===== config.mk =====
export PLATFORM = sky130hd
export DESIGN_NAME = trng_byte_collector_flat
export DESIGN_NICKNAME = d
export VERILOG_FILES = /design/src/rtl/trng_pkg.sv /design/src/rtl/trng_byte_collector_if.sv /design/src/rtl/trng_fifo.sv /design/src/rtl/trng_byte_collector.sv /design/src/flat_wrapper.sv
export SDC_FILE = /design/constraint.sdc
export NUM_CORES = 1
export LEC_CHECK = 0
export CAP_MARGIN = 20
export CORE_MARGIN = 2
export CORE_UTILIZATION = 40
export DETAILED_ROUTE_END_ITERATION = 6
export DONT_BUFFER_PORTS = 1
export PLACE_DENSITY = 0.57
export SLEW_MARGIN = 40
export SYNTH_ARGS = -nofsm -noshare
export SYNTH_HDL_FRONTEND = slang
export SYNTH_HIERARCHICAL = 1
export SYNTH_SLANG_ARGS = --single-unit
export TNS_END_PERCENT = 50

===== constraint.sdc =====
create_clock -name clk -period 3.9 [get_ports clk]
set_input_delay 0.78 -clock clk [delete_from_list [all_inputs] [get_ports clk]]
set_output_delay 0.78 -clock clk [all_outputs]
set_load 0.005 [all_outputs]

===== src/rtl/trng_pkg.sv =====
// Shared types and defaults for the TRNG byte collector and its FIFO.
package trng_pkg;

    localparam int BYTE_W         = 8;
    localparam int RCT_CUTOFF_DEF = 32;
    localparam int FIFO_DEPTH_DEF = 4;

    typedef enum logic {
        VN_FIRST  = 1'b0,
        VN_SECOND = 1'b1
    } vn_state_e;

endpackage


===== src/rtl/trng_byte_collector_if.sv =====
// Byte stream from the collector (master) to the downstream reader (slave).
interface trng_byte_collector_if;
    import trng_pkg::*;

    logic [BYTE_W-1:0] byte_data;
    logic              byte_valid;
    logic              byte_ready;

    modport master (output byte_data, output byte_valid, input byte_ready);
    modport slave  (input byte_data, input byte_valid, output byte_ready);

endinterface


===== src/rtl/trng_fifo.sv =====
// Small synchronous FIFO; a push while full is accepted only when a pop frees a slot on the same edge.
module trng_fifo #(
    parameter  int WIDTH = 8,
    parameter  int DEPTH = 4,
    localparam int PTR_W = $clog2(DEPTH),
    localparam int LVL_W = $clog2(DEPTH + 1)
) (
    input  logic             clk,
    input  logic             rst_n,
    input  logic             push_i,
    input  logic [WIDTH-1:0] pushData_i,
    input  logic             pop_i,
    output logic [WIDTH-1:0] popData_o,
    output logic             empty_o,
    output logic             full_o,
    output logic [LVL_W-1:0] level_o
);

    logic [WIDTH-1:0] mem_q [DEPTH];
    logic [PTR_W-1:0] wrPtr_q;
    logic [PTR_W-1:0] rdPtr_q;
    logic [LVL_W-1:0] level_q;
    logic             popOk;
    logic             pushOk;

    assign empty_o   = (level_q == '0);
    assign full_o    = (level_q == LVL_W'(DEPTH));
    assign popOk     = pop_i && !empty_o;
    assign pushOk    = push_i && (!full_o || popOk);
    assign popData_o = mem_q[rdPtr_q];
    assign level_o   = level_q;

    // Pointers wrap naturally because DEPTH is a power of two.
    always_ff @(posedge clk or negedge rst_n) begin
        if (!rst_n) begin
            for (int i = 0; i < DEPTH; i++) begin
                mem_q[i] <= '0;
            end
            wrPtr_q <= '0;
            rdPtr_q <= '0;
            level_q <= '0;
        end else begin
            if (pushOk) begin
                mem_q[wrPtr_q] <= pushData_i;
                wrPtr_q        <= wrPtr_q + 1'b1;
            end
            if (popOk) begin
                rdPtr_q <= rdPtr_q + 1'b1;
            end
            case ({pushOk, popOk})
                2'b10:   level_q <= level_q + 1'b1;
                2'b01:   level_q <= level_q - 1'b1;
                default: level_q <= level_q;
            endcase
        end
    end

endmodule


===== src/rtl/trng_byte_collector.sv =====
// Synchronizes the raw RO bit, runs the repetition-count test, debiases with von Neumann pairs and packs bytes.
// Optional TRNG_RAW_BYPASS_EN adds raw_mode, which skips debiasing while keeping the health test.
module trng_byte_collector
    import trng_pkg::*;
#(
    parameter int SYNC_STAGES = 2,
    parameter int FIFO_DEPTH  = FIFO_DEPTH_DEF,
    parameter int RCT_CUTOFF  = RCT_CUTOFF_DEF
) (
    input  logic                            clk,
    input  logic                            rst_n,
    input  logic                            en,
`ifdef TRNG_RAW_BYPASS_EN
    input  logic                            raw_mode,
`endif
    input  logic                            raw_bit,
    trng_byte_collector_if.master           stream,
    output logic [$clog2(FIFO_DEPTH+1)-1:0] fifo_level,
    output logic                            health_fail,
    output logic                            overflow
);

    localparam logic [7:0] CUTOFF = 8'(RCT_CUTOFF);

    logic [SYNC_STAGES-1:0] sync_q;
    logic                   sBit;
    logic [7:0]             rctCnt_q, rctCnt_d;
    logic                   prevBit_q, prevBit_d;
    logic                   seen_q, seen_d;
    logic                   healthFail_q, healthFail_d;
    vn_state_e              vnState_q, vnState_d, curState;
    logic                   firstBit_q, firstBit_d;
    logic [BYTE_W-1:0]      shift_q, shift_d;
    logic [2:0]             bitCnt_q, bitCnt_d;
    logic                   overflow_q, overflow_d;
    logic                   emit, emitBit, push, bypass, modeChange;
    logic                   popFire, fifoFull, fifoEmpty;
    logic [BYTE_W-1:0]      headData;

`ifdef TRNG_RAW_BYPASS_EN
    logic rawModePrev_q;

    always_ff @(posedge clk or negedge rst_n) begin
        if (!rst_n) rawModePrev_q <= 1'b0;
        else        rawModePrev_q <= raw_mode;
    end

    assign bypass     = raw_mode;
    assign modeChange = (raw_mode != rawModePrev_q);
`else
    assign bypass     = 1'b0;
    assign modeChange = 1'b0;
`endif

    assign sBit = sync_q[SYNC_STAGES-1];

    always_ff @(posedge clk or negedge rst_n) begin
        if (!rst_n) begin
            sync_q       <= '0;
            rctCnt_q     <= '0;
            prevBit_q    <= 1'b0;
            seen_q       <= 1'b0;
            healthFail_q <= 1'b0;
            vnState_q    <= VN_FIRST;
            firstBit_q   <= 1'b0;
            shift_q      <= '0;
            bitCnt_q     <= '0;
            overflow_q   <= 1'b0;
        end else begin
            sync_q       <= {sync_q[SYNC_STAGES-2:0], raw_bit};
            rctCnt_q     <= rctCnt_d;
            prevBit_q    <= prevBit_d;
            seen_q       <= seen_d;
            healthFail_q <= healthFail_d;
            vnState_q    <= vnState_d;
            firstBit_q   <= firstBit_d;
            shift_q      <= shift_d;
            bitCnt_q     <= bitCnt_d;
            overflow_q   <= overflow_d;
        end
    end

    // The sample that trips the health test is discarded along with any partial byte.
    always_comb begin
        rctCnt_d     = rctCnt_q;
        prevBit_d    = prevBit_q;
        seen_d       = seen_q;
        healthFail_d = healthFail_q;
        curState     = modeChange ? VN_FIRST : vnState_q;
        vnState_d    = curState;
        firstBit_d   = firstBit_q;
        shift_d      = shift_q;
        bitCnt_d     = bitCnt_q;
        emit         = 1'b0;
        emitBit      = 1'b0;
        push         = 1'b0;
        if (!en) begin
            rctCnt_d     = '0;
            seen_d       = 1'b0;
            healthFail_d = 1'b0;
            vnState_d    = VN_FIRST;
            shift_d      = '0;
            bitCnt_d     = '0;
        end else if (healthFail_q) begin
            vnState_d = VN_FIRST;
            shift_d   = '0;
            bitCnt_d  = '0;
        end else begin
            seen_d    = 1'b1;
            prevBit_d = sBit;
            if (!seen_q || sBit != prevBit_q) rctCnt_d = 8'd1;
            else if (rctCnt_q < CUTOFF)       rctCnt_d = rctCnt_q + 8'd1;
            if (rctCnt_d == CUTOFF) begin
                healthFail_d = 1'b1;
                vnState_d    = VN_FIRST;
                shift_d      = '0;
                bitCnt_d     = '0;
            end else begin
                if (bypass) begin
                    emit    = 1'b1;
                    emitBit = sBit;
                end else if (curState == VN_FIRST) begin
                    firstBit_d = sBit;
                    vnState_d  = VN_SECOND;
                end else begin
                    vnState_d = VN_FIRST;
                    if (firstBit_q != sBit) begin
                        emit    = 1'b1;
                        emitBit = firstBit_q;
                    end
                end
                if (emit) begin
                    shift_d  = {shift_q[BYTE_W-2:0], emitBit};
                    bitCnt_d = bitCnt_q + 3'd1;
                    push     = (bitCnt_q == 3'd7);
                end
            end
        end
    end

    assign popFire    = stream.byte_valid && stream.byte_ready;
    assign overflow_d = overflow_q | (push && fifoFull && !popFire);

    trng_fifo #(
        .WIDTH (BYTE_W),
        .DEPTH (FIFO_DEPTH)
    ) u_fifo (
        .clk        (clk),
        .rst_n      (rst_n),
        .push_i     (push),
        .pushData_i (shift_d),
        .pop_i      (popFire),
        .popData_o  (headData),
        .empty_o    (fifoEmpty),
        .full_o     (fifoFull),
        .level_o    (fifo_level)
    );

    assign stream.byte_data  = headData;
    assign stream.byte_valid = !fifoEmpty;
    assign health_fail       = healthFail_q;
    assign overflow          = overflow_q;

endmodule


===== src/flat_wrapper.sv =====
// flat-port wrapper written by rule: the top's interface ports become plain ports
module trng_byte_collector_flat import trng_pkg::*;
#(
    parameter int SYNC_STAGES = 2,
    parameter int FIFO_DEPTH  = FIFO_DEPTH_DEF,
    parameter int RCT_CUTOFF  = RCT_CUTOFF_DEF
)
  (clk, rst_n, en, raw_bit, fifo_level, health_fail, overflow, stream_byte_data, stream_byte_valid, stream_byte_ready);
  trng_byte_collector_if stream_i ();
  input  logic clk;
  input  logic rst_n;
  input  logic en;
  input  logic raw_bit;
  output logic [$clog2(FIFO_DEPTH+1)-1:0] fifo_level;
  output logic health_fail;
  output logic overflow;
  output wire logic [$bits(stream_i.byte_data)-1:0] stream_byte_data;
  output wire logic [$bits(stream_i.byte_valid)-1:0] stream_byte_valid;
  input wire logic [$bits(stream_i.byte_ready)-1:0] stream_byte_ready;
  assign stream_byte_data = stream_i.byte_data;
  assign stream_byte_valid = stream_i.byte_valid;
  assign stream_i.byte_ready = stream_byte_ready;
  trng_byte_collector #(.SYNC_STAGES(SYNC_STAGES), .FIFO_DEPTH(FIFO_DEPTH), .RCT_CUTOFF(RCT_CUTOFF)) u_core (.clk(clk), .rst_n(rst_n), .en(en), .raw_bit(raw_bit), .stream(stream_i), .fifo_level(fifo_level), .health_fail(health_fail), .overflow(overflow));
endmodule

Yosys cells after proc, flatten, opt, wreduce, memory -nomap -nowiden
Index checks and enable logic that the tools add are counted.

storage, ports and cells
  bits in registers = 66
  input port bits = 5
  output and inout port bits = 14
  logic and storage cells = 99

cells by class
  add/sub/neg operators = 6
  magnitude comparators = 4
  equal/unequal tests = 9
  mux-type cells = 41
  bitwise operators = 6
  reduce and logical (&&, ||, !) cells = 16

operator list
  operator                                                                      number
  8-bit 2-to-1 mux                                                              13
  32-bit bitwise mux                                                            1
  1-bit 2-to-1 mux                                                              20
  8-bit binary-select mux with 2-bit select                                     1
  8-bit demux with 2-bit select                                                 1
  3-bit 2-to-1 mux                                                              4
  8-bit by 1-bit adder with 8-bit output, second input constant                 1
  8-bit by 6-bit equality test with 1-bit output, second input constant         1
  8-bit by 6-bit less-than comparator with 1-bit output, second input constant  1
  3-bit by 1-bit adder with 3-bit output, second input constant                 2
  3-bit equality test, second input constant                                    2
  3-bit >= comparator, second input constant                                    2
  1-bit logical AND                                                             6
  2-bit inverter with 3-bit output                                              2
  3-bit one-hot mux with 2 select lines                                         1
  2-bit by 1-bit adder with 2-bit output, second input constant                 2
  1-bit zero test                                                               4
  4-bit by 1-bit inequality test with 1-bit output, second input constant       1
  4-bit AND reduction                                                           1
  3-bit zero test                                                               1
  3-bit by 1-bit less-than comparator with 1-bit output, second input constant  1
  1-bit inverter                                                                3
  3-bit by 1-bit subtractor with 3-bit output, second input constant            1
  2-bit by 1-bit equality test with 1-bit output, second input constant         1
  7 further kinds                                                               9

Logic depth before layout (Yosys ltp)
Gate-level depths: netlist of the first run.

  depth in word-level cells = 16
  depth in mapped cells = 13
  mapped depth without buffers = 12

Modules after synthesis
Netlist of the first run, hierarchy kept.

by module, submodules not included
  module               times used  cells each  area each (µm²)  sequential area each (µm²)
  trng_fifo            1           115         1801.7           975.9
  trng_byte_collector  1           139         1377.6           675.6

Least setup slack after synthesis of the first run
No wires, ideal clock.

  path kind = register -> register
  start point = reg u_core.rctCnt_q[7]
  end point = reg u_core.u_fifo.level_q[2], in the netlist u_core/u_fifo/level_o[2]
  library setup time = 79 ps
  data arrival time = 2877 ps
  data required time = 3821 ps
  path slack = 944 ps
  cell stages (with the launch flop) = 14
  buffers on the path = 2
  clock period less this slack = 2956 ps
  path through = dfrtp_1 -> or3_1 -> buf_6 -> mux2i_4 -> o41ai_4 -> buf_6 -> nor2_1 -> or2b_2 -> ha_1 -> inv_1 -> fa_1 -> xor2_1 -> nor2_1 -> xor2_1

on the way
  word-level cells in the longest chain between the ends = 12
  elaborated cells between the ends (all ways) = 15
  those cells by class = add/sub: 1; order compare: 1; eq/ne: 3; mux: 8; reduce/logical: 2

ends and longest elaborated chain
  what                                                                                                                    line                        RTL
  from (decl)                                                                                                             trng_byte_collector.sv:27   logic [7:0] rctCnt_q, rctCnt_d;
  from (signal assigned)                                                                                                  trng_byte_collector.sv:71   rctCnt_q <= rctCnt_d;
  8-bit by 1-bit adder with 8-bit output / 8-bit by 6-bit less-than comparator with 1-bit output (equally long branches)  trng_byte_collector.sv:112  else if (rctCnt_q < CUTOFF) rctCnt_d = rctCnt_q + 8'd1;
  8-bit 2-to-1 mux (*)                                                                                                    trng_byte_collector.sv:112
  8-bit 2-to-1 mux (*)                                                                                                    trng_byte_collector.sv:111  if (!seen_q || sBit != prevBit_q) rctCnt_d = 8'd1;
  8-bit 2-to-1 mux (*)                                                                                                    trng_byte_collector.sv:104  end else if (healthFail_q) begin
  8-bit 2-to-1 mux (*)                                                                                                    trng_byte_collector.sv:97   if (!en) begin
  8-bit by 6-bit equality test with 1-bit output (*)                                                                      trng_byte_collector.sv:113  if (rctCnt_d == CUTOFF) begin
  1-bit 2-to-1 mux (*)                                                                                                    trng_byte_collector.sv:113
  1-bit 2-to-1 mux (*)                                                                                                    trng_byte_collector.sv:104
  1-bit 2-to-1 mux (*)                                                                                                    trng_byte_collector.sv:97
  net u_core.push                                                                                                         trng_byte_collector.sv:36   logic emit, emitBit, push, bypass, modeChange;
  1-bit logical AND (*)                                                                                                   trng_fifo.sv:29             assign pushOk = push_i && (!full_o || popOk);
  2-bit by 1-bit equality test with 1-bit output / 2-bit equality test (equally long branches)                            trng_fifo.sv:50             case ({pushOk, popOk})
  3-bit one-hot mux with 2 select lines / 2-bit nonzero test (equally long branches)                                      -
  to (signal assigned)                                                                                                    trng_fifo.sv:51             2'b10: level_q <= level_q + 1'b1;
  to (signal assigned)                                                                                                    trng_fifo.sv:52             2'b01: level_q <= level_q - 1'b1;
  to (signal assigned)                                                                                                    trng_fifo.sv:53             default: level_q <= level_q;
  to (decl)                                                                                                               trng_fifo.sv:22             logic [LVL_W-1:0] level_q;

The timed path passes the listed nets; every way through them passes the cells marked *. The select of a mux whose other input is x is not followed.
A chain may end at the register's enable or synchronous reset.

Worst setup path after layout of the first run
  start point = reg u_core.rctCnt_q[0]
  end point = reg u_core.u_fifo.level_q[2], in the netlist u_core/u_fifo/level_o[2]

The elaborated chain is that of the path after synthesis.

==> run metrics, run 1 <==
post-synth cell types 49; slew at the pin closest to its max-slew limit 0.647 ns; maxcap violations 0; total track usage 15.1%; Setup Viol. Count Final 0; CTS tree yes; PortBufs 0; Chip Height 93.2 µm; crit path cell chain ha_1 > nor4b_1 > a41oi_1 > o41ai_4 > buf_4 > nor2_1 > or2b_2 > ha_1 > inv_1 > fa_1 > xor2_1 > nor2_1 > xor2_1; status finished clean; Die Wd 93.2 µm; crit path time final 3.19 ns; slowest CP cell dfrtp_1; Synth Cell Area 0.00318 mm²; Crit Path Max Fanout 13; clock buffer count from CTS 9; core area 0.00773 mm²; PD cells 491 mW/mm²; grt total ovfl 0; gpl congestion 0.794; Peak Freq 313 MHz; top_reg_cell synth dfrtp_1; Synth warnings 6; P&R area growth vs syn 10.9%; # clock sinks 66; Slew HR 56.8%; crit start category register; Total Power 1730 µW; syn nets 269; setup repair after global routing missed its margin false; most common cell in the netlist dfrtp_1; TNS Setup 0 ns; Initial DRT Pass Iterations 5; worst clock skew 0.00797 ns; asr flop ratio synth 100%; share of layout cells above drive strength 1 27.3%; Detailed Route WL 5.75 mm; 1st-iter DRT viols 89; starting density of the core 41.1%; Mapped Cells 254; Period Utilization, post-route 81.9%; HPWL after DPL 3.77 mm; sequential area share after synthesis 51.9%; CTS max path bufs 2; Crit Path Class reg -> reg; Final nets 274; Mean Syn Cell Area 12.5 µm²; largest net degree at the start of global routing 67; Post-synth EDFFs 0; Final Hold Fails 0; Synth top area share 51.9%; Buf/Inv on CP 2; CTS root buffer clkbuf_8; Via Count 1,887; Post-DRT Antenna Nets 0; RR Startpoint u_core/rctCnt_q[0]$_DFFE_PN0P_; Vias/cell 5.16; flops & latches, synth 66; most common library cells after synthesis 66 x dfrtp_1, 32 x mux2_2, 29 x nand2_1; drt drc 0; Yosys top cell by area dfrtp_1; CTS resizes 0; leakage power 0.00161 µW; CTS H-Tree Depth 3; Cell Rows 32; I/O pin count 19; CP Data Required Time 4.16 ns; HP Class in -> async; first-pass GRT wire length 9.92 mm; launch point of the worst path u_core/rctCnt_q[0]$_DFFE_PN0P_; setup bufs post-CTS 0; Hold-fix buffers, CTS 0; fillers 692; Slew Viols, Final 0; Peak VDD IR 0.200 mV; Critical Path End Type register; number of global-route vias before repair 2,064; top cells by area, synth dfrtp_1 52%, mux2_2 11%, mux4_2 5.7%; Antenna Cells 0; CP top delay family adder cells; CP max stage delay 0.43 ns; clk slew on worst S/H paths 0.07 ns; initial antenna violation count 0; Worst-Skew Late Latency 0.34 ns; Worst Path Arrival 3.46 ns; Die ar. 0.00868 mm²; DR WL/cell 15.7 µm
-- cell families (layout without fill, tap and decap cells) --
| family | count (synthesis) | after routing | share of synthesized area [%] |
|---|---|---|---|
| flip-flops | 66 | 66 | 51.9 |
| AO/OA/AOI/OAI | 31 | 31 | 7.44 |
| AND/OR/NAND/NOR | 72 | 72 | 12.1 |
| adder cells (fa/ha/maj) | 10 | 10 | 4.17 |
| XOR/XNOR | 9 | 9 | 2.48 |
| multiplexers | 44 | 44 | 18.7 |
| buffers and inverters | 22 | 32 | 3.11 |
-- flip-flops by register name, indices dropped and copies added, names as in the netlist --
signal and count:
u_core/u_fifo/mem_q 32, u_core/seen_q 1, u_core/u_fifo/wrPtr_q 2, u_core/u_fifo/level_o 3, u_core/u_fifo/rdPtr_q 2, u_core/prevBit_q 1, u_core/firstBit_q 1, u_core/rctCnt_q 8
u_core/sync_q 2, u_core/curState 1, u_core/overflow 1, u_core/shift_q 8, u_core/health_fail 1, u_core/bitCnt_q 3
-- through the flow --
step	area [µm²]	utilization, %	hold slack (ns)	setup WS [ns]	instances
final	3530	45.6	0.130	0.706	366
after global routing	3530	45.6	0.104	0.397	366
after floorplan	3180	-	0.331	0.944	254
after detailed placement	3280	42.4	0.335	0.711	350
after CTS	3530	45.6	0.107	0.685	366
after global placement	3280	42.4	0.335	0.823	350
-- cell type report --
type | count | area, µm² | share of cell area (%)
tap | 102 | 128 | 3.62
timing repair buffer | 2 | 15.0 | 0.426
multi-input combinational | 166 | 1430 | 40.5
clock buffer | 10 | 138 | 3.90
clock inverter | 6 | 113 | 3.19
sequential | 66 | 1650 | 46.8
inverter | 14 | 52.6 | 1.49
-- cell usage in the layout, fill, tap and decap left out, types with 3 or more instances in the layout --
cell type / instances
bufinv_16: 3
o21ai_0: 5
xor2_1: 3
and3_1: 3
inv_1: 14
nor2_1: 9
a21boi_0: 4
nor2b_1: 3
nor2_2: 4
clkbuf_8: 10
mux2_2: 32
ha_1: 9
dfrtp_1: 66
a21oi_1: 11
mux4_2: 8
nand2b_1: 4
nand2_1: 29
xnor2_1: 6
-- worst paths after layout --
check	slack, ns	depth (start not counted)	to
setup / recovery	0.71	13	u_core/u_fifo/level_o[2]$_DFFE_PN0P_
hold / removal	0.13	0	u_core/rctCnt_q[3]$_DFFE_PN0P_
setup reg to reg	0.71	13	u_core/u_fifo/level_o[2]$_DFFE_PN0P_
hold reg to reg	0.35	0	u_core/sync_q[1]$_DFF_PN0_
max in group asynchronous	3.64	0	u_core/curState$_DFF_PN0_
min in group clk	0.35	0	u_core/sync_q[1]$_DFF_PN0_
-- power by group --
group          switching, µW  internal [µW]  total, µW
sequential              94.5            720        815
combinational           88.0            112        200
clock                    273            444        717
total                    456           1280       1730
-- routing by layer --
layer	track usage, %	wire length (µm)	share of wire [%]
met3	3.63	132	2.3
met2	24.8	2760	48
met4	7.72	123	2.1
met1	18.7	2730	48
met5	0	0	0
(Power assumes the default switching activity.)
==> run 2: changes to the inputs <==
--- a/config.mk
+++ b/config.mk
@@ -10,7 +10,7 @@
 export CORE_UTILIZATION = 40
 export DETAILED_ROUTE_END_ITERATION = 6
 export DONT_BUFFER_PORTS = 1
-export PLACE_DENSITY = 0.57
+export PLACE_DENSITY = 0.59
 export SLEW_MARGIN = 40
 export SYNTH_ARGS = -nofsm -noshare
 export SYNTH_HDL_FRONTEND = slang
==> constraint.sdc (replaced) <==
create_clock -name clk -period 2.6 [get_ports clk]
set_input_delay 0.52 -clock clk [delete_from_list [all_inputs] [get_ports clk]]
set_output_delay 0.52 -clock clk [all_outputs]
set_load 0.005 [all_outputs]
==> run metrics, run 2 (same netlist as run 1, synthesis figures left out) <==
Antenna Cells 0 (unchanged); commonest non-fill, non-tap cell in the layout dfrtp_1 (unchanged); part of the power in registers 43.6% (was 47.1%); Vias/cell 5.04 (was 5.16); maxcap violations 0 (unchanged); non-filler cells, final 392 (was 366); depth of the worst register-to-register path 11 (was 13); Detailed Route WL 6.04 mm (was 5.75 mm); Worst path most repeated cell xor2_1; Worst Path Arrival 2.90 ns (was 3.46 ns); HPWL after DPL 4.06 mm (was 3.77 mm); Top reg by flops u_core/u_fifo/mem_q (unchanged); CP max stage delay 0.43 ns (about the same); Period Utilization, post-route 101% (was 81.9%); slowest CP cell dfrtp_1 (unchanged); Cell Rows 32 (unchanged); setup ws final -0.0175 ns (was 0.706 ns); CTS tree yes (unchanged); Net Sw Frac 27.0% (was 26.3%); slew at the pin closest to its max-slew limit 0.547 ns (was 0.647 ns); PortBufs 0 (unchanged); Total Power 2680 µW (was 1730 µW); clk slew on worst S/H paths 0.07 ns (about the same); crit path cell chain or3_4 > mux2i_4 > o41ai_4 > nor2_4 > or2b_4 > ha_4 > inv_2 > fa_2 > xor2_1 > nor2_1 > xor2_1 (was ha_1 > nor4b_1 > a41oi_1 > o41ai_4 > buf_4 > nor2_1 > or2b_2 > ha_1 > inv_1 > fa_1 > xor2_1 > nor2_1 > xor2_1); Die Wd 93.2 µm (unchanged); CTS root buffer clkbuf_8 (unchanged); grt total ovfl 0 (unchanged); Slew Viols, Final 0 (unchanged); Worst-Skew Late Latency 0.35 ns (was 0.34 ns); largest net degree at the start of global routing 67 (unchanged); Peak VDD IR 0.353 mV (was 0.200 mV); 1st-iter DRT viols 91 (was 89); flip-flop count of the largest register after layout 32 (unchanged); Crit Path Class reg -> reg (unchanged); Final nets 300 (was 274); combinational power share 17.3% (was 11.5%); drt drc 0 (unchanged); clock share of power 39.1% (was 41.4%); Post-DRT Antenna Nets 0 (unchanged); Psw 724 µW (was 456 µW); Slew HR 63.5% (was 56.8%); Post-Place Cells 373 (was 350); RR Startpoint u_core/rctCnt_q[7]$_DFFE_PN0P_ (was u_core/rctCnt_q[0]$_DFFE_PN0P_); initial antenna violation count 0 (unchanged); Largest regs u_core/u_fifo/mem_q (32), u_core/rctCnt_q (8), u_core/shift_q (8) (unchanged); most frequent cells in the layout 66 x dfrtp_1, 32 x mux2_2, 29 x nand2_1 (unchanged); Buf/Inv on CP 1 (was 2); P&R area growth vs syn 19.1% (was 10.9%); HP Class in -> async (unchanged); clock buffer count from CTS 9 (unchanged); starting density of the core 41.1% (unchanged); setup repair after global routing missed its margin true (was false); leakage power 0.00175 µW (was 0.00161 µW); Cell Int Power 1960 µW (was 1280 µW); CP Data Required Time 2.88 ns (was 4.16 ns); status finished, violations left (was finished clean); CP top delay family simple AND/OR/NAND/NOR gates (was adder cells); share of layout cells above drive strength 1 35.9% (was 27.3%); Peak Freq 382 MHz (was 313 MHz); core area 0.00773 mm² (unchanged); CTS H-Tree Depth 3 (unchanged); number of global-route vias before repair 2,126 (was 2,064); Final Hold Fails 0 (unchanged); DR WL/cell 15.4 µm (was 15.7 µm); Critical Path End Type register (unchanged); gpl congestion 0.779 (was 0.794); worst clock skew 0.00760 ns (was 0.00797 ns); Initial DRT Pass Iterations 4 (was 5); pre-CTS setup slack -0.0686 ns (was 0.711 ns); total track usage 15.8% (was 15.1%); Die ar. 0.00868 mm² (unchanged); Setup Viol. Count Final 1 (was 0); Via Count 1,977 (was 1,887); reg-to-reg slack, setup -0.02 ns (was 0.71 ns); crit path time final 2.62 ns (was 3.19 ns); # clock sinks 66 (unchanged); hold_ws 0.0425 ns (was 0.130 ns); PD cells 708 mW/mm² (was 491 mW/mm²); TNS Setup -0.0175 ns (was 0 ns); Chip Height 93.2 µm (unchanged); I/O pin count 19 (unchanged); CTS max path bufs 2 (unchanged); failing checks negative setup slack; crit start category register (unchanged); first-pass GRT wire length 10.4 mm (was 9.92 mm); Worst R2R End u_core/u_fifo/level_o[2]$_DFFE_PN0P_ (unchanged); Crit Path Max Fanout 4 (was 13)
-- run 2: cell type report --
type / instances / area [µm²]
Tap cell: 102 / 128
Fill cell: 689 / 3940
Multi-Input combinational cell: 166 / 1480
Timing Repair Buffer: 28 / 230
Inverter: 14 / 52.6
Sequential cell: 66 / 1650
Clock inverter: 6 / 115
Clock buffer: 10 / 128
-- run 2: metrics by stage --
stage,instance area [µm²],utilization (%)
after floorplan,3230,-
after global placement,3500,45.2
after detailed placement,3500,45.2
after CTS,3790,49.0
after global routing,3790,49.0
final,3790,49.0
-- run 2: worst max-delay path by stage --
stage | slack (ns) | end | from | cells past startpoint
6_report | -0.02 | u_core/u_fifo/level_o[2]$_DFFE_PN0P_ | u_core/rctCnt_q[7]$_DFFE_PN0P_ | 11
5_1_grt | -0.14 | u_core/u_fifo/level_o[2]$_DFFE_PN0P_ | u_core/rctCnt_q[1]$_DFFE_PN0P_ | 12
4_1_cts | -0.02 | u_core/u_fifo/level_o[2]$_DFFE_PN0P_ | u_core/rctCnt_q[6]$_DFFE_PN0P_ | 11
3_5_place_dp | -0.07 | u_core/u_fifo/level_o[2]$_DFFE_PN0P_ | u_core/rctCnt_q[5]$_DFFE_PN0P_ | 12
3_3_place_gp | -0.02 | u_core/u_fifo/level_o[2]$_DFFE_PN0P_ | u_core/rctCnt_q[6]$_DFFE_PN0P_ | 11
2_1_floorplan | -0.24 | u_core/u_fifo/level_o[2]$_DFFE_PN0P_ | u_core/rctCnt_q[5]$_DFFE_PN0P_ | 13
-- run 2: power groups by stage --
stage | Combinational, µW | Clock [µW] | Sequential (µW)
2_1_floorplan | 342 | 0 | 1150
3_3_place_gp | 441 | 0 | 1190
3_5_place_dp | 441 | 0 | 1190
4_1_cts | 473 | 1080 | 1170
5_1_grt | 513 | 1110 | 1180
6_report | 464 | 1050 | 1170
-- run 2: timing repair --
item / 4_1_cts / 5_1_grt
endpoints found under the setup margin: 1 / 1
hold buffers: 1 / 0
hold endpoints to repair: 66 / 0
gates resized for setup: 2 / 0
setup buffers: 2 / 0
pin swaps: 4 / 1
-- run 2: layer usage --
metal / vias to the layer above / wire length (µm) / GRT usage (%)
met4: 0 / 171 / 9.80
met3: 11 / 142 / 3.22
met5: - / 0 / 0
met1: 990 / 2820 / 19.6
li1: 957 / - / -
met2: 19 / 2910 / 25.3
==> run 3: changes to the inputs <==
--- a/config.mk
+++ b/config.mk
@@ -8,6 +8,7 @@
 export CAP_MARGIN = 20
 export CORE_MARGIN = 2
 export CORE_UTILIZATION = 40
+export CTS_BUF_LIST = sky130_fd_sc_hd__clkbuf_16
 export DETAILED_ROUTE_END_ITERATION = 6
 export DONT_BUFFER_PORTS = 1
 export PLACE_DENSITY = 0.59
==> run metrics, run 3 (same netlist as run 1, synthesis figures left out) <==
status finished, violations left (unchanged); failing checks negative setup slack (unchanged); setup ws final -0.0502 ns (was -0.0175 ns); PD cells 774 mW/mm² (was 708 mW/mm²); Crit Path Class reg -> reg (unchanged); Final nets 301 (was 300); drt drc 0 (unchanged); Via Count 1,998 (was 1,977); Largest regs u_core/u_fifo/mem_q (32), u_core/rctCnt_q (8), u_core/shift_q (8) (unchanged); met3 global-route usage 3.06% (was 3.22%); gr busiest metal met2 (unchanged); GRT met2 Usage 25.3% (unchanged); clock buffer count from CTS 9 (unchanged); flip-flop count of the largest register after layout 32 (unchanged); initial antenna violation count 0 (unchanged); Chip Height 93.2 µm (unchanged); Psw 759 µW (was 724 µW); crit path cell chain or3_4 > mux2i_4 > o41ai_4 > nor2_4 > or2b_4 > ha_4 > inv_2 > fa_2 > xor2_1 > nor2_1 > xor2_1 (unchanged); most frequent cells in the layout 65 x dfrtp_1, 32 x mux2_2, 29 x nand2_1 (was 66 x dfrtp_1, 32 x mux2_2, 29 x nand2_1); CTS root buffer clkbuf_16 (was clkbuf_8); # clock sinks 66 (unchanged); Antenna Cells 0 (unchanged); CTS H-Tree Depth 3 (unchanged); CP max stage delay 0.42 ns (was 0.43 ns); HPWL after DPL 4.06 mm (unchanged); largest net degree at the start of global routing 67 (unchanged); crit start category register (unchanged); routing usage on met1 19.6% (about the same); share of layout cells above drive strength 1 36.4% (was 35.9%); CP top delay family simple AND/OR/NAND/NOR gates (unchanged); gpl congestion 0.779 (unchanged); final instance area 0.00390 mm² (was 0.00379 mm²); Top reg by flops u_core/u_fifo/mem_q (unchanged); I/O pin count 19 (unchanged); clk slew on worst S/H paths 0.06 ns (was 0.07 ns); setup repair after global routing missed its margin true (unchanged); crit path time final 2.65 ns (was 2.62 ns); multi-input combinational cell area 0.00148 mm² (unchanged); PortBufs 0 (unchanged); worst clock skew 0.00689 ns (was 0.00760 ns); TNS Setup -0.0502 ns (was -0.0175 ns); maxcap violations 0 (unchanged); first-pass GRT wire length 10.4 mm (about the same); total track usage 15.6% (was 15.8%); final core utilization 50.4% (was 49.0%); starting density of the core 41.1% (unchanged); DR WL/cell 15.5 µm (was 15.4 µm); Die Wd 93.2 µm (unchanged); post-placement cell area 0.00350 mm² (unchanged); fillers 679 (was 689); P&R area growth vs syn 22.6% (was 19.1%); combinational power share 15.5% (was 17.3%); CTS tree yes (unchanged); Critical Path End Type register (unchanged); Worst Path Arrival 2.90 ns (about the same); Worst path most repeated cell xor2_1 (unchanged); Total Power 3020 µW (was 2680 µW); Period Utilization, post-route 102% (was 101%); Post-DRT Antenna Nets 0 (unchanged); Detailed Route WL 6.08 mm (was 6.04 mm); commonest non-fill, non-tap cell in the layout dfrtp_1 (unchanged); CP Data Required Time 2.85 ns (was 2.88 ns); core area 0.00773 mm² (unchanged); part of the power in registers 38.8% (was 43.6%); Peak Freq 377 MHz (was 382 MHz); slowest CP cell dfrtp_2 (was dfrtp_1); Cell Int Power 2260 µW (was 1960 µW); CTS max path bufs 2 (unchanged); Initial DRT Pass Iterations 4 (unchanged); Net Sw Frac 25.2% (was 27.0%); Final Hold Fails 0 (unchanged); Slew Viols, Final 0 (unchanged); Vias/cell 5.08 (was 5.04); pre-CTS setup slack -0.0686 ns (unchanged); Peak VDD IR 0.377 mV (was 0.353 mV); Cell Rows 32 (unchanged); Crit Path Max Fanout 3 (was 4); HP Class in -> async (unchanged); clock share of power 45.7% (was 39.1%); Slew HR 64.3% (was 63.5%); 1st-iter DRT viols 117 (was 91); Die ar. 0.00868 mm² (unchanged); Worst-Skew Late Latency 0.33 ns (was 0.35 ns); Setup Viol. Count Final 1 (unchanged); Sequential cell area 0.00165 mm² (about the same); number of global-route vias before repair 2,152 (was 2,126); slew at the pin closest to its max-slew limit 0.536 ns (was 0.547 ns); leakage power 0.00180 µW (was 0.00175 µW); grt total ovfl 0 (unchanged); Buf/Inv on CP 1 (unchanged)
run 3: changes by cell type in the layout (fill, tap and decap cells not counted), sizes merged:
cell and delta:
buf +1, clkbuf -1, inv +1
run 3: metal layers:
layer  part of all wire [%]  wire length [µm]  vias up
met5                      0                 0        -
met4                    2.4               143        0
met3                    2.2               134       10
met2                     49              2950       19
met1                     47              2850     1009
li1                       -                 -      960
run 3: repair_timing:
action | CTS | global route
hold endpoints to repair | 66 | 0
setup buffers | 0 | 3
hold buffers | 1 | 0
resized for setup | 0 | 3
setup endpoints to repair | 1 | 2
pin swaps | 0 | 5
run 3: power by group through the flow:
| stage | clock network (µW) | logic, µW | registers [µW] |
|---|---|---|---|
| 6_report | 1380 | 467 | 1170 |
| 5_1_grt | 1440 | 516 | 1180 |
| 4_1_cts | 1400 | 471 | 1170 |
| 3_5_place_dp | 0 | 441 | 1190 |
| 3_3_place_gp | 0 | 441 | 1190 |
| 2_1_floorplan | 0 | 342 | 1150 |
run 3: metrics by stage:
| stage | hold slack (ns) | std cells |
|---|---|---|
| finish | 0.0628 | 393 |
| CTS | 0.0807 | 390 |
| detailed placement | 0.226 | 373 |
| floorplan | 0.224 | 254 |
| global placement | 0.226 | 373 |
| global route | 0.0899 | 393 |
run 3: final cells by class:
type	count	area share, %
timing repair buffer	29	6.10
tap	102	3.28
multi-input combinational	166	38.0
sequential	66	42.4
clock buffer	9	5.78
clock inverter	7	3.05
inverter	14	1.35
run 3: final timing paths:
check | startpoint | end | slack (ns) | depth (start not counted)
hold / removal | rst_n | u_core/u_fifo/level_o[0]$_DFFE_PN0P_ | 0.06 | 1
setup / recovery | u_core/rctCnt_q[6]$_DFFE_PN0P_ | u_core/u_fifo/level_o[2]$_DFFE_PN0P_ | -0.05 | 11
hold reg to reg | u_core/sync_q[0]$_DFF_PN0_ | u_core/sync_q[1]$_DFF_PN0_ | 0.36 | 0
max in group asynchronous | rst_n | u_core/rctCnt_q[6]$_DFFE_PN0P_ | 2.25 | 1
min in group clk | raw_bit | u_core/sync_q[0]$_DFF_PN0_ | 0.22 | 0
setup reg to reg | u_core/rctCnt_q[6]$_DFFE_PN0P_ | u_core/u_fifo/level_o[2]$_DFFE_PN0P_ | -0.05 | 11
run 3: worst register-to-register path: cells and delay by family, from the launching register on:
family                     cells  cell delay (ns)
DFF                            1             0.42
AOI/OAI and AO/OA              1             0.38
adders and majority gates      2             0.45
buffers and inverters          1             0.04
and+or+nand+nor                4             0.80
xor gates and xnor gates       2             0.29
muxes                          1             0.21
